**src/rtl/riscv_pkg.sv**
```systemverilog
// Shared RISC-V constants for immediate decoding: opcode values and the
// immediate format codes presented on the pipeline output.
package riscv_pkg;

  typedef enum logic [2:0] {
    FmtNone = 3'd0,
    FmtI    = 3'd1,
    FmtS    = 3'd2,
    FmtB    = 3'd3,
    FmtU    = 3'd4,
    FmtJ    = 3'd5,
    FmtSh   = 3'd6
  } imm_fmt_e;

  localparam logic [6:0] OpLoad   = 7'b0000011;
  localparam logic [6:0] OpImm    = 7'b0010011;
  localparam logic [6:0] OpImm32  = 7'b0011011;
  localparam logic [6:0] OpJalr   = 7'b1100111;
  localparam logic [6:0] OpStore  = 7'b0100011;
  localparam logic [6:0] OpBranch = 7'b1100011;
  localparam logic [6:0] OpLui    = 7'b0110111;
  localparam logic [6:0] OpAuipc  = 7'b0010111;
  localparam logic [6:0] OpJal    = 7'b1101111;
  localparam logic [6:0] OpReg    = 7'b0110011;

  localparam logic [2:0] F3Sll = 3'b001;
  localparam logic [2:0] F3Srx = 3'b101;

  function automatic logic is_shift(input logic [2:0] funct3);
    return (funct3 == F3Sll) || (funct3 == F3Srx);
  endfunction

endpackage

```
**src/rtl/imm_decode.sv**
```systemverilog
// Combinational immediate extractor: instruction word to sign-extended
// immediate, format code and an illegal-opcode flag.
module imm_decode
  import riscv_pkg::*;
#(
  parameter int unsigned XLEN = 64
) (
  input  logic [31:0]     i_instr,
  output logic [XLEN-1:0] o_imm,
  output imm_fmt_e        o_fmt,
  output logic            o_illegal
);

  logic [6:0]  w_opcode;
  logic [2:0]  w_funct3;
  logic [31:0] w_raw;

  assign w_opcode = i_instr[6:0];
  assign w_funct3 = i_instr[14:12];

  // Every immediate fits in 32 signed bits; shift amounts keep bit 31 clear
  // so the common sign extension below leaves them zero-extended.
  always_comb begin
    w_raw     = '0;
    o_fmt     = FmtNone;
    o_illegal = 1'b0;
    case (w_opcode)
      OpLoad, OpJalr: begin
        o_fmt = FmtI;
        w_raw = {{20{i_instr[31]}}, i_instr[31:20]};
      end
      OpImm, OpImm32: begin
        if (is_shift(w_funct3)) begin
          o_fmt = FmtSh;
          if ((XLEN == 64) && (w_opcode == OpImm)) begin
            w_raw = {26'b0, i_instr[25:20]};
          end else begin
            w_raw = {27'b0, i_instr[24:20]};
          end
        end else begin
          o_fmt = FmtI;
          w_raw = {{20{i_instr[31]}}, i_instr[31:20]};
        end
      end
      OpStore: begin
        o_fmt = FmtS;
        w_raw = {{20{i_instr[31]}}, i_instr[31:25], i_instr[11:7]};
      end
      OpBranch: begin
        o_fmt = FmtB;
        w_raw = {{19{i_instr[31]}}, i_instr[31], i_instr[7], i_instr[30:25],
                 i_instr[11:8], 1'b0};
      end
      OpLui, OpAuipc: begin
        o_fmt = FmtU;
        w_raw = {i_instr[31:12], 12'b0};
      end
      OpJal: begin
        o_fmt = FmtJ;
        w_raw = {{11{i_instr[31]}}, i_instr[31], i_instr[19:12], i_instr[20],
                 i_instr[30:21], 1'b0};
      end
      OpReg: begin
        o_fmt = FmtNone;
      end
      default: begin
        o_illegal = 1'b1;
      end
    endcase
  end

  assign o_imm = XLEN'($signed(w_raw));

endmodule

```
**src/rtl/imm_gen_pipe.sv**
```systemverilog
// Single-stage immediate generator with valid/ready handshakes on both sides:
// one output register backed by a one-entry skid buffer.
module imm_gen_pipe
  import riscv_pkg::*;
#(
  parameter int unsigned XLEN  = 64,
  parameter int unsigned TAG_W = 8
) (
  input  logic             clk,
  input  logic             reset,
  input  logic             in_valid,
  output logic             in_ready,
  input  logic [31:0]      in_instr,
  input  logic [TAG_W-1:0] in_tag,
  output logic             out_valid,
  input  logic             out_ready,
  output logic [XLEN-1:0]  out_imm,
  output logic [2:0]       out_fmt,
  output logic             out_illegal,
  output logic [TAG_W-1:0] out_tag
);

  typedef struct packed {
    logic [XLEN-1:0]  imm;
    imm_fmt_e         fmt;
    logic             illegal;
    logic [TAG_W-1:0] tag;
  } entry_t;

  entry_t r_out, r_skid;
  logic   r_out_valid, r_skid_valid, r_in_ready;

  entry_t w_dec, w_out_d, w_skid_d;
  logic   w_out_valid_d, w_skid_valid_d;
  logic   w_in_xfer, w_out_free;

  imm_decode #(
    .XLEN(XLEN)
  ) u_imm_decode (
    .i_instr  (in_instr),
    .o_imm    (w_dec.imm),
    .o_fmt    (w_dec.fmt),
    .o_illegal(w_dec.illegal)
  );

  assign w_dec.tag  = in_tag;
  assign w_in_xfer  = in_valid & r_in_ready;
  // Output register can take a new entry this edge if empty or draining.
  assign w_out_free = !r_out_valid || out_ready;

  always_comb begin
    w_out_d        = r_out;
    w_out_valid_d  = r_out_valid;
    w_skid_d       = r_skid;
    w_skid_valid_d = r_skid_valid;
    if (w_out_free) begin
      if (r_skid_valid) begin
        w_out_d        = r_skid;
        w_out_valid_d  = 1'b1;
        w_skid_valid_d = 1'b0;
      end else if (w_in_xfer) begin
        w_out_d       = w_dec;
        w_out_valid_d = 1'b1;
      end else begin
        w_out_valid_d = 1'b0;
      end
    end else if (w_in_xfer) begin
      w_skid_d       = w_dec;
      w_skid_valid_d = 1'b1;
    end
  end

  always_ff @(posedge clk) begin
    if (reset) begin
      r_out        <= '0;
      r_skid       <= '0;
      r_out_valid  <= 1'b0;
      r_skid_valid <= 1'b0;
      r_in_ready   <= 1'b0;
    end else begin
      r_out        <= w_out_d;
      r_skid       <= w_skid_d;
      r_out_valid  <= w_out_valid_d;
      r_skid_valid <= w_skid_valid_d;
      r_in_ready   <= !w_skid_valid_d;
    end
  end

  assign in_ready    = r_in_ready;
  assign out_valid   = r_out_valid;
  assign out_imm     = r_out.imm;
  assign out_fmt     = r_out.fmt;
  assign out_illegal = r_out.illegal;
  assign out_tag     = r_out.tag;

endmodule

```
**config.mk**
```make
export PLATFORM = sky130hd
export DESIGN_NAME = imm_gen_pipe
export DESIGN_NICKNAME = d
export VERILOG_FILES = /design/src/rtl/riscv_pkg.sv /design/src/rtl/imm_decode.sv /design/src/rtl/imm_gen_pipe.sv
export SDC_FILE = /design/constraint.sdc
export NUM_CORES = 1
export LEC_CHECK = 0
export ABC_AREA = 0
export CORE_MARGIN = 3
export CORE_UTILIZATION = 52
export CTS_CLUSTER_DIAMETER = 40
export DETAILED_ROUTE_END_ITERATION = 10
export PLACE_DENSITY = 0.86
export SLEW_MARGIN = 20
export SYNTH_ARGS = -nofsm -noshare
export SYNTH_HDL_FRONTEND = slang
export SYNTH_SLANG_ARGS = --single-unit
```
**constraint.sdc**
```tcl
create_clock -name clk -period 2.65 [get_ports clk]
set_input_delay 0.53 -clock clk [delete_from_list [all_inputs] [get_ports clk]]
set_output_delay 0.53 -clock clk [all_outputs]
set_load 0.02 [all_outputs]
```
Word level (Yosys, flattened, before mapping)
Index checks and enable logic that the tools add are counted.

Output and inout bits: 78. Register bits: 123.

Eq/ne operators: 12. Bitwise gates (word level): 2. Mux-type cells: 12. Reductions and logical operators: 11.

Operators with widths (number): $pmux W32 S6 (1); $mux W76 (2); $mux W32 (1); $eq A7 B5 Y1 const B (3); $eq A7 B6 Y1 const B (3); $eq A7 B7 Y1 const B (3); $pmux W3 S6 (1); $reduce_or A10 Y1 (1); $eq A7 B2 Y1 const B (1); $mux W6 (1); $reduce_or A2 Y1 (3); $mux W1 (5); $reduce_and A2 Y1 (2); $eq A3 B1 Y1 const B (1); $eq A3 B3 Y1 const B (1); $mux W3 (1); $logic_not A1 Y1 (2); $logic_or A1 B1 Y1 (2); $reduce_bool A2 Y1 (1); $and A1 B1 Y1 (1); $not A1 Y1 (1).

Depth between registers and ports, before layout
Gate-level depths: netlist (run 1).

Depth in word-level cells: 6. Mapped depth: 7. Gate-level depth less buffers: 5.

Hierarchy
A second synthesis (run 1) with hierarchy kept.

Cell total of the unflattened synthesis: 808. Area, all modules: 7173.1 µm².

By module, submodules not included: imm_gen_pipe (area each 6366.1 µm², instances 1, sequential area each 3103.0 µm², cells an instance 690); imm_decode (area each 807.0 µm², instances 1, sequential area each 0.0 µm², cells an instance 118).

Worst setup path after synthesis (run 1)
No wires, ideal clock.

Path kind: in2reg. Start point: input port in_instr[4]. End point: register r_out, in the netlist out_imm[11]. Path buffers: 1. Stages: 6. Setup slack: 909 ps. Arrival time: 1645 ps. Data required time: 2554 ps. Cell sequence: buf_2 > nor4b_4 > nand3b_1 > a31oi_1 > nor3_1 > o41ai_2.

Cells in the longest elaborated chain, start to end: 5. Elaborated cells between the ends (all ways): 15. Classes of those cells: 9 x eq/ne; 3 x mux; 3 x reduce/logical.

Ends and longest elaborated chain: from (decl) (RTL line imm_gen_pipe.sv:13) `input logic [31:0] in_instr,`; $eq A7 B6 Y1 (tied with other cells) (RTL line imm_decode.sv:27) `case (w_opcode)`; $reduce_or A2 Y1 (RTL line imm_decode.sv:27); $pmux W32 S6 * (RTL line imm_decode.sv:27); $mux W76 * (RTL line imm_gen_pipe.sv:61) `end else if (w_in_xfer) begin`; $mux W76 * (RTL line imm_gen_pipe.sv:57) `if (r_skid_valid) begin`; to (signal assigned) (RTL line imm_gen_pipe.sv:81) `r_out <= w_out_d;`; to (decl) (RTL line imm_gen_pipe.sv:30) `entry_t r_out, r_skid;`.

Every way passes the cells marked *; elsewhere a longest branch is shown, timed or not. The select of a mux whose other input is x is not followed. A chain may end at the register's enable or synchronous reset.

==> results_dict.tcl, run 1 <==
set metrics [dict create \
    synthArstFlopShare_pct 0 \
    cts_buffers 9 \
    reg2reg_depth 6 \
    cp_top_family "buffers and inverters" \
    hold_slack_ns 0.457 \
    peakVddDrop_mv 0.278 \
    drc 0 \
    cts.sinks 91 \
    crit_type "register to output pin" \
    p_leak_nw 1.97 \
    routedWlPerCell_um 16.9 \
    clk_pin_slew_ns 0.09 \
    crit_path_start_kind "register" \
    dieArea_um2 9600 \
    cts_tree "done" \
    grt-ovfl-total 0 \
    ys_ff_latch 91 \
    areaGrowthSynthToFinish_pct 29.6 \
    synthDistinctLibCells 49 \
    drive_gt1_share_pct 10.7 \
    maxSlewViolCount 0 \
    run_status "finished, final reports clean" \
    instances_no_fill 712 \
    drt_pre_antenna_iters 5 \
    critPathBufInv 2 \
    ys.flop_type "dfxtp_1" \
    tightest_slew_ns 0.782 \
    period_needed_ns 2.19 \
    relSlewSlack_pct 47.9 \
    grt_max_degree 50 \
    holdPathStages 2 \
    port_buffers 121 \
    gp_congestion 0.872 \
    htree_levels 3 \
    routed_via_density 5.77 \
    die_w_um 98.0 \
    syn-num-nets 569 \
    path_max_fanout 33 \
    cts_setup_buffers 0 \
    ant_nets 0 \
    max_stage_delay_ns 0.67 \
    antenna_cells 0 \
    grt_setup_unrepaired "false" \
    hold_viol_final 0 \
    clock.fmax_mhz 456 \
    dieHeight_um 98.0 \
    cts-hold-fix-buffers 0 \
    antenna_found_initial 0 \
    avgSynthCellArea_um2 8.38 \
    multi_input_area_um2 2110 \
    cp-end-kind "output pin" \
    crit_chain "buf_4, clkdlybuf4s50_1" \
    arrival_ns 1.66 \
    hold_end "out_imm[4]$_SDFFE_PP0P_" \
    clock_latency_ns 0.36 \
    p_per_area_nw_per_um2 516 \
    ys_seq_area_share_pct 41.4 \
    reg2reg_to "out_illegal$_SDFFE_PP0P_" \
    floorplan.initialDensity_pct 55.2 \
    seqCellArea_um2 1820 \
    grt_pass1_wl_mm 19.7 \
    nFillCells 611 \
    r2r-start "r_skid_valid$_SDFF_PP0_" \
    dr_total_vias 4110 \
    setup_tns_ns 0 \
    hp-start "out_imm[4]$_SDFFE_PP0P_" \
    min_period_over_period_pct 82.8 \
    syn_inst 525 \
    clockBufferDepth 2 \
    place_inst 696 \
    r2r_slack_ns 0.70 \
    first_iter_violations 219 \
    io_pins 122 \
    power_w 0.00294 \
    grt_usage_pct 24.6 \
    nets 649 \
    crit_required_ns 2.12 \
    hold_path_class "register to register" \
    place.detailed.hpwl_mm 8.37 \
    cts-root-buf "clkbuf_8" \
    core_area_um2 7970 \
    synth_area_um2 4400 \
    rows 32 \
    grt_pass1_vias 4011 \
    routed_wl_mm 12.0 \
    crit_slowest_cell "clkdlybuf4s50_1" \
    fin_skew_ns 0.0135 \
    ctsResizeCount 0 \
    setup_viol 0 \
    yosysWarnings 0 \
    synth_edf_count 0 \
    cap_violations 0 \
]
[report_power, final]
group | total [W] | switching (W) | internal (W)
clock network | 0.000961 | 0.000515 | 0.000445
logic | 0.000541 | 0.000291 | 0.000250
registers | 0.00144 | 0.0000264 | 0.00141
total | 0.00294 | 0.000833 | 0.00211
[registers in the layout, indices dropped and copies added, names as in the netlist]
name and cells:
in_ready 1, out_fmt 3, out_illegal 1, out_imm 32, out_tag 8, out_valid 1
r_skid 44, r_skid_valid 1
[how the worst max path moves through the flow]
| stage | from | end | slack (ns) | cells after the start |
|---|---|---|---|---|
| 2_1_floorplan | in_instr[4] | out_imm[11]$_SDFFE_PP0P_ | 0.91 | 6 |
| 3_3_place_gp | in_instr[2] | out_imm[20]$_SDFFE_PP0P_ | 0.12 | 6 |
| 5_1_grt | in_instr[6] | r_skid[41]$_SDFFE_PP0P_ | 0.34 | 8 |
| 6_report | out_imm[62]$_SDFFE_PP0P_ | out_imm[43] | 0.46 | 2 |
| 3_5_place_dp | in_instr[2] | out_imm[20]$_SDFFE_PP0P_ | 0.10 | 6 |
| 4_1_cts | out_imm[62]$_SDFFE_PP0P_ | out_imm[38] | 0.43 | 2 |
[Yosys cell counts (3+ instances only)]
| cell | number | share of area, % |
|---|---|---|
| a211oi_1 | 21 | 3.6 |
| buf_6 | 3 | 0.77 |
| nor2b_1 | 5 | 0.71 |
| nand3b_1 | 21 | 3.6 |
| a211oi_2 | 10 | 2.8 |
| o211a_1 | 5 | 1.1 |
| o21ai_0 | 54 | 6.1 |
| and3_1 | 3 | 0.43 |
| nand4_1 | 3 | 0.43 |
| nor3_1 | 11 | 1.3 |
| mux2i_1 | 13 | 3.0 |
| a21oi_1 | 43 | 4.9 |
| nand2b_1 | 4 | 0.57 |
| buf_4 | 33 | 5.6 |
| buf_2 | 8 | 0.91 |
| clkbuf_1 | 29 | 2.5 |
| inv_1 | 10 | 0.85 |
| a21oi_2 | 3 | 0.60 |
| nand2_1 | 71 | 6.1 |
| dfxtp_1 | 91 | 41 |
| a31oi_1 | 14 | 2.0 |
| nand3_1 | 15 | 1.7 |
| nor2_1 | 25 | 2.1 |
[routing by layer]
layer  track usage (%)  routed length (um)
met1              32.6                5240
met4              9.90                 260
met2              40.7                5950
met3              3.14                 573
met5                 0                   0
[worst reg2reg max path, stage by stage (launching register included)]
cell      delay (ns)
dfxtp_2         0.71
a21oi_1         0.21
nand2b_1        0.35
buf_12          0.23
a21oi_1         0.13
o21ai_0         0.11
a21oi_1         0.14
[cells in the final DEF (no fill, tap or decap), types with 2 or more instances in the layout]
cell               n
a211oi_1          21
a21oi_2            3
clkdlybuf4s50_1  120
and3_1             3
o211ai_1           2
clkinvlp_4         2
nand4_1            3
a31oi_1           14
o21ai_0           54
inv_6              2
o211a_1            5
buf_4             21
o41ai_2            2
dfxtp_1           90
inv_1             10
nand3b_1          21
a21oi_1           43
nor3_1            11
nor2_1            23
mux2i_1           13
a211oi_2          10
nand3_1           15
buf_12             2
clkbuf_8           9
nor3b_1            2
nand2_1           71
nand2b_1           4
nor2b_1            5
[area by class of cell]
class | instances | share of cell area, %
multi-input combinational | 349 | 37.0
sequential | 91 | 32.0
clock inverter | 6 | 1.25
clock buffer | 10 | 2.24
timing repair buffer | 144 | 24.6
tap | 102 | 2.24
inverter | 10 | 0.658
[per-stage QoR]
stage | instance area, um2 | util, % | setup WS [ns]
final | 5700 | 71.6 | 0.455
after global routing | 5700 | 71.6 | 0.337
after CTS | 5700 | 71.6 | 0.434
after detailed placement | 5500 | 69.1 | 0.100
after global placement | 5500 | 69.1 | 0.123
after floorplan | 4400 | - | 0.909
[logic make-up (layout without fill, tap and decap cells)]
family | Yosys count | after routing | share of synthesized area, %
xor gates and xnor gates | 1 | 1 | 0.199
AOI/OAI and AO/OA | 164 | 164 | 24.2
and+or+nand+nor | 171 | 171 | 20.4
buffers and inverters | 85 | 170 | 10.8
DFF | 91 | 91 | 41.4
muxes | 13 | 13 | 2.96
Power figures use the tool's default switching activity.
==> run 2: changes to the inputs <==
- CORE_UTILIZATION: 52 -> 48
- PLACE_DENSITY: 0.86 -> 0.8
- clock period: 2.65 -> 2.1 ns (I/O delays scaled with it)
==> run 2 against run 1 <==
Compared with the run above:
- cell count grew 3.5%
- die area grew 7.8%
- clock power grew 16%
- highest routed layer unchanged
- register-to-register slack worse by 0.13 ns
- critical path type unchanged
- critical path depth is the same
- sequential power increased by 26%
- largest cell class unchanged
- total power grew 23%
- routed wire length is 2.8% lower
==> results_dict.tcl, run 2 (synthesis results as in run 1) <==
set metrics [dict create \
    p_sw_share_pct 29.3 \
    routedWlPerCell_um 15.8 \
    grt_pass1_vias 4024 \
    p_per_area_nw_per_um2 615 \
    crit_type "register to output pin" \
    power_w 0.00363 \
    floorplan.initialDensity_pct 49.9 \
    hold_path_class "register to register" \
    core_area_um2 8810 \
    fin_skew_ns 0.0120 \
    path_max_fanout 33 \
    areaGrowthSynthToFinish_pct 34.3 \
    period_needed_ns 2.03 \
    p_leak_nw 2.19 \
    tightest_slew_ns 0.633 \
    final_common_cell "clkdlybuf4s50_1" \
    grt_max_degree 48 \
    routed_via_density 5.72 \
    io_pins 122 \
    arrival_ns 1.61 \
    fin_util_pct 67.1 \
    cts-root-buf "clkbuf_8" \
    setup_viol 0 \
    cts_tree "done" \
    nFillCells 708 \
    p_seq_share_pct 50.1 \
    antenna_cells 0 \
    htree_levels 3 \
    cts_setup_buffers 0 \
    gp_congestion 0.902 \
    place_inst 721 \
    cap_violations 0 \
    crit_path_start_kind "register" \
    cp-end-kind "output pin" \
    cts.sinks 91 \
    grt_usage_pct 22.3 \
    final_cell_mix "107 x clkdlybuf4s50_1, 90 x dfxtp_1, 70 x nand2_1" \
    hold_viol_final 0 \
    rows 34 \
    ant_nets 0 \
    maxSlewViolCount 0 \
    peakVddDrop_mv 0.415 \
    clock.fmax_mhz 492 \
    drt_pre_antenna_iters 5 \
    p_int_w 0.00257 \
    cts-hold-fix-buffers 0 \
    run_status "finished, final reports clean" \
    nets 668 \
    die_w_um 102 \
    dr_total_vias 4212 \
    clk_pin_slew_ns 0.09 \
    crit_required_ns 1.68 \
    hold_slack_ns 0.458 \
    first_iter_violations 247 \
    drive_gt1_share_pct 13.7 \
    dieHeight_um 102 \
    relSlewSlack_pct 57.8 \
    port_buffers 121 \
    antenna_found_initial 0 \
    dieArea_um2 10300 \
    p_clk_share_pct 30.7 \
    place.detailed.hpwl_mm 8.37 \
    setup_tns_ns 0 \
    drc 0 \
    cts_buffers 9 \
    largest_register_ff_count 44 \
    grt_setup_unrepaired "false" \
    p_comb_share_pct 19.3 \
    grt_pass1_wl_mm 18.7 \
    instances_no_fill 737 \
    clock_latency_ns 0.35 \
    p_switching_w 0.00107 \
    min_period_over_period_pct 96.8 \
    routed_wl_mm 11.7 \
    regMostFlops "r_skid" \
    grt-ovfl-total 0 \
    clockBufferDepth 2 \
]
==> run 2: what timing repair did <==
action                                  in CTS  in global routing
endpoints found under the setup margin      31                 26
gates resized for setup                      8                  7
hold endpoints to repair                     0                  0
==> run 2: power groups by stage <==
stage          clock [W]  sequential (W)  combinational [W]
6_report         0.00111         0.00182           0.000701
5_1_grt          0.00121         0.00183           0.000750
4_1_cts          0.00114         0.00182           0.000702
3_5_place_dp           0         0.00186           0.000707
3_3_place_gp           0         0.00186           0.000695
2_1_floorplan          0         0.00192           0.000325
==> run 2: path summary, 6_finish.rpt <==
check	startpoint	end	slack, ns	depth (start not counted)
min reg2reg	r_skid[43]$_SDFFE_PP0P_	r_skid[43]$_SDFFE_PP0P_	0.46	2
max	out_imm[62]$_SDFFE_PP0P_	out_imm[62]	0.07	2
min	r_skid[43]$_SDFFE_PP0P_	r_skid[43]$_SDFFE_PP0P_	0.46	2
max reg2reg	out_valid$_SDFFE_PP0N_	out_imm[14]$_SDFFE_PP0P_	0.57	5
==> run 2: stage by stage <==
stage                     setup WS [ns]  instance area [um2]
after floorplan                   0.469                 4400
after detailed placement         -0.189                 5720
final                            0.0677                 5910
after global routing             0.0137                 5910
after CTS                      0.000593                 5890
after global placement           -0.108                 5720
==> run 2: final cells by class <==
class                   count  area [um2]  area share, %
clock buffers               9         124           2.10
clock inverters             7        60.1           1.02
inverters                  10        37.5          0.635
multi-input cells         349        2110           35.8
flip-flops and latches     91        1820           30.9
well taps                 108         135           2.29
repair buffers            163        1620           27.3
==> run 2: critical path, stage by stage (launching register included) <==
cell	delay, ns
dfxtp_1	0.38
buf_6	0.23
clkdlybuf4s50_1	0.66
==> run 2: routing by layer <==
metal  routed length, um  track usage (%)  part of all wire (%)
met2                5760             38.4                    49
met4                 101             5.42                  0.86
met3                 731             4.13                   6.3
met5                   0                0                     0
met1                5090             29.0                    44
==> run 3: changes to the inputs <==
- MAX_ROUTING_LAYER: unset -> met4
- PLACE_DENSITY: 0.8 -> 0.85
- SKIP_LAST_GASP: unset -> 1
==> run 3 against run 2 <==
Compared with the run above:
- total power is 2.5% higher
- routed wire length rose by 5.1%
- global-route usage increased by 2.5 points
- sequential share of layout area is 0.40 points lower
- non-clock buffer count is 5 higher
- final area grew 1.3%
- combinational power increased by 0.9%
- sequential cell count did not move
- core utilization increased by 0.88 points
- largest cell class unchanged
- largest power group unchanged
==> results_dict.tcl, run 3 (synthesis results as in run 1) <==
set metrics [dict create \
    drc 0 \
    fin_skew_ns 0.0136 \
    grt-ovfl-total 0 \
    reg2reg_depth 5 \
    place.detailed.hpwl_mm 8.91 \
    clock.fmax_mhz 499 \
    hold_end "out_imm[3]$_SDFFE_PP0P_" \
    areaGrowthSynthToFinish_pct 36.1 \
    hold_slack_ns 0.347 \
    clock_latency_ns 0.36 \
    instances_no_fill 741 \
    regMostFlops "r_skid" \
    clk_pin_slew_ns 0.10 \
    ctsResizeCount 0 \
    maxSlewViolCount 0 \
    crit_type "register to output pin" \
    die_w_um 102 \
    cts_tree "done" \
    r2r-start "out_valid$_SDFFE_PP0N_" \
    antenna_found_initial 0 \
    path_max_fanout 33 \
    p_leak_nw 2.60 \
    hp-start "reset" \
    hold_path_class "input pin to register" \
    hold_viol_final 0 \
    grt_pass1_wl_mm 20.0 \
    nets 673 \
    place_inst 726 \
    cp-end-kind "output pin" \
    crit_required_ns 1.68 \
    floorplan.initialDensity_pct 49.9 \
    holdPathStages 2 \
    r2r_slack_ns 0.44 \
    reg2reg_to "r_skid[11]$_SDFFE_PP0P_" \
    final_cell_mix "90 x dfxtp_1, 90 x clkdlybuf4s50_1, 71 x nand2_1" \
    fin_ws_ns 0.0959 \
    arrival_ns 1.58 \
    setup_viol 0 \
    fin_util_pct 68.0 \
    crit_path_start_kind "register" \
    grt_pass1_vias 4033 \
    cts-root-buf "clkbuf_8" \
    cts_buffers 9 \
    clockBufferDepth 2 \
    tightest_slew_ns 0.457 \
    core_area_um2 8810 \
    rows 34 \
    gp_congestion 0.869 \
    dieHeight_um 102 \
    routed_wl_mm 12.3 \
    routed_via_density 5.68 \
    fin_area_um2 5990 \
    min_period_over_period_pct 95.4 \
    dr_total_vias 4209 \
    place_area_um2 5720 \
    drt_pre_antenna_iters 5 \
    cts_setup_buffers 0 \
    period_needed_ns 2.00 \
    first_iter_violations 368 \
    dieArea_um2 10300 \
    largest_register_ff_count 44 \
    run_status "finished, final reports clean" \
    relSlewSlack_pct 69.5 \
    ant_nets 0 \
    place_ws_ns -0.202 \
    cts.sinks 91 \
    cts-hold-fix-buffers 0 \
    grt_max_degree 40 \
    cap_violations 0 \
    p_per_area_nw_per_um2 622 \
    htree_levels 3 \
    grt_usage_pct 24.8 \
    antenna_cells 0 \
    port_buffers 121 \
    peakVddDrop_mv 0.323 \
    drive_gt1_share_pct 14.1 \
    io_pins 122 \
    routedWlPerCell_um 16.6 \
]
## run 3: cell types whose count changed in the layout (fill, tap and decap cells not counted), moves of 2 or more
cell | previous run | this run
dlymetal6s2s_1 | 5 | 30
inv_8 | 2 | 0
dlygate4sd2_1 | 8 | 0
buf_4 | 34 | 43
inv_6 | 1 | 3
buf_12 | 7 | 4
clkdlybuf4s50_1 | 107 | 90
## run 3: final cells by class
type                    instances  area [um2]
well taps                     108         135
fillers                       717        2820
multi-input cells             349        2110
repair buffers                168        1680
flip-flops and latches         91        1820
clock inverters                 6        71.3
inverters                      10        37.5
clock buffers                   9         124
## run 3: how the worst max path moves through the flow
stage                             start                       end  slack [ns]  cells after the start
2_1_floorplan               in_instr[4]  out_imm[11]$_SDFFE_PP0P_        0.47                      6
3_3_place_gp                in_instr[4]   out_imm[2]$_SDFFE_PP0P_       -0.16                      7
3_5_place_dp                in_instr[5]   r_skid[16]$_SDFFE_PP0P_       -0.20                      7
4_1_cts        out_imm[62]$_SDFFE_PP0P_               out_imm[43]        0.01                      2
5_1_grt        out_imm[62]$_SDFFE_PP0P_               out_imm[41]      -0.005                      2
6_report       out_imm[62]$_SDFFE_PP0P_               out_imm[41]         0.1                      2
## run 3: worst max-delay path, stage by stage (launching register included)
cell and delay [ns]:
dfxtp_1 0.34, buf_4 0.25, clkdlybuf4s50_1 0.65
## run 3: report_power, final
part,switching (W),leakage (nW),internal [W]
registers,0.0000318,0.741,0.00178
clock network,0.000644,0.0927,0.000556
logic,0.000374,1.76,0.000333
total,0.00105,2.60,0.00267
## run 3: through the flow
stage	power [W]	setup TNS (ns)
after CTS	0.00376	0
after global routing	0.00387	-0.0132
after floorplan	0.00224	0
after detailed placement	0.00257	-7.45
after global placement	0.00256	-4.46
final	0.00372	0
## run 3: layer usage
metal	wire length, um	track usage, %	vias to the layer above
li1	-	-	2042
met1	5200	32.0	1980
met2	5980	39.9	161
met3	835	4.13	26
met4	259	7.67	0
met5	0	-	-
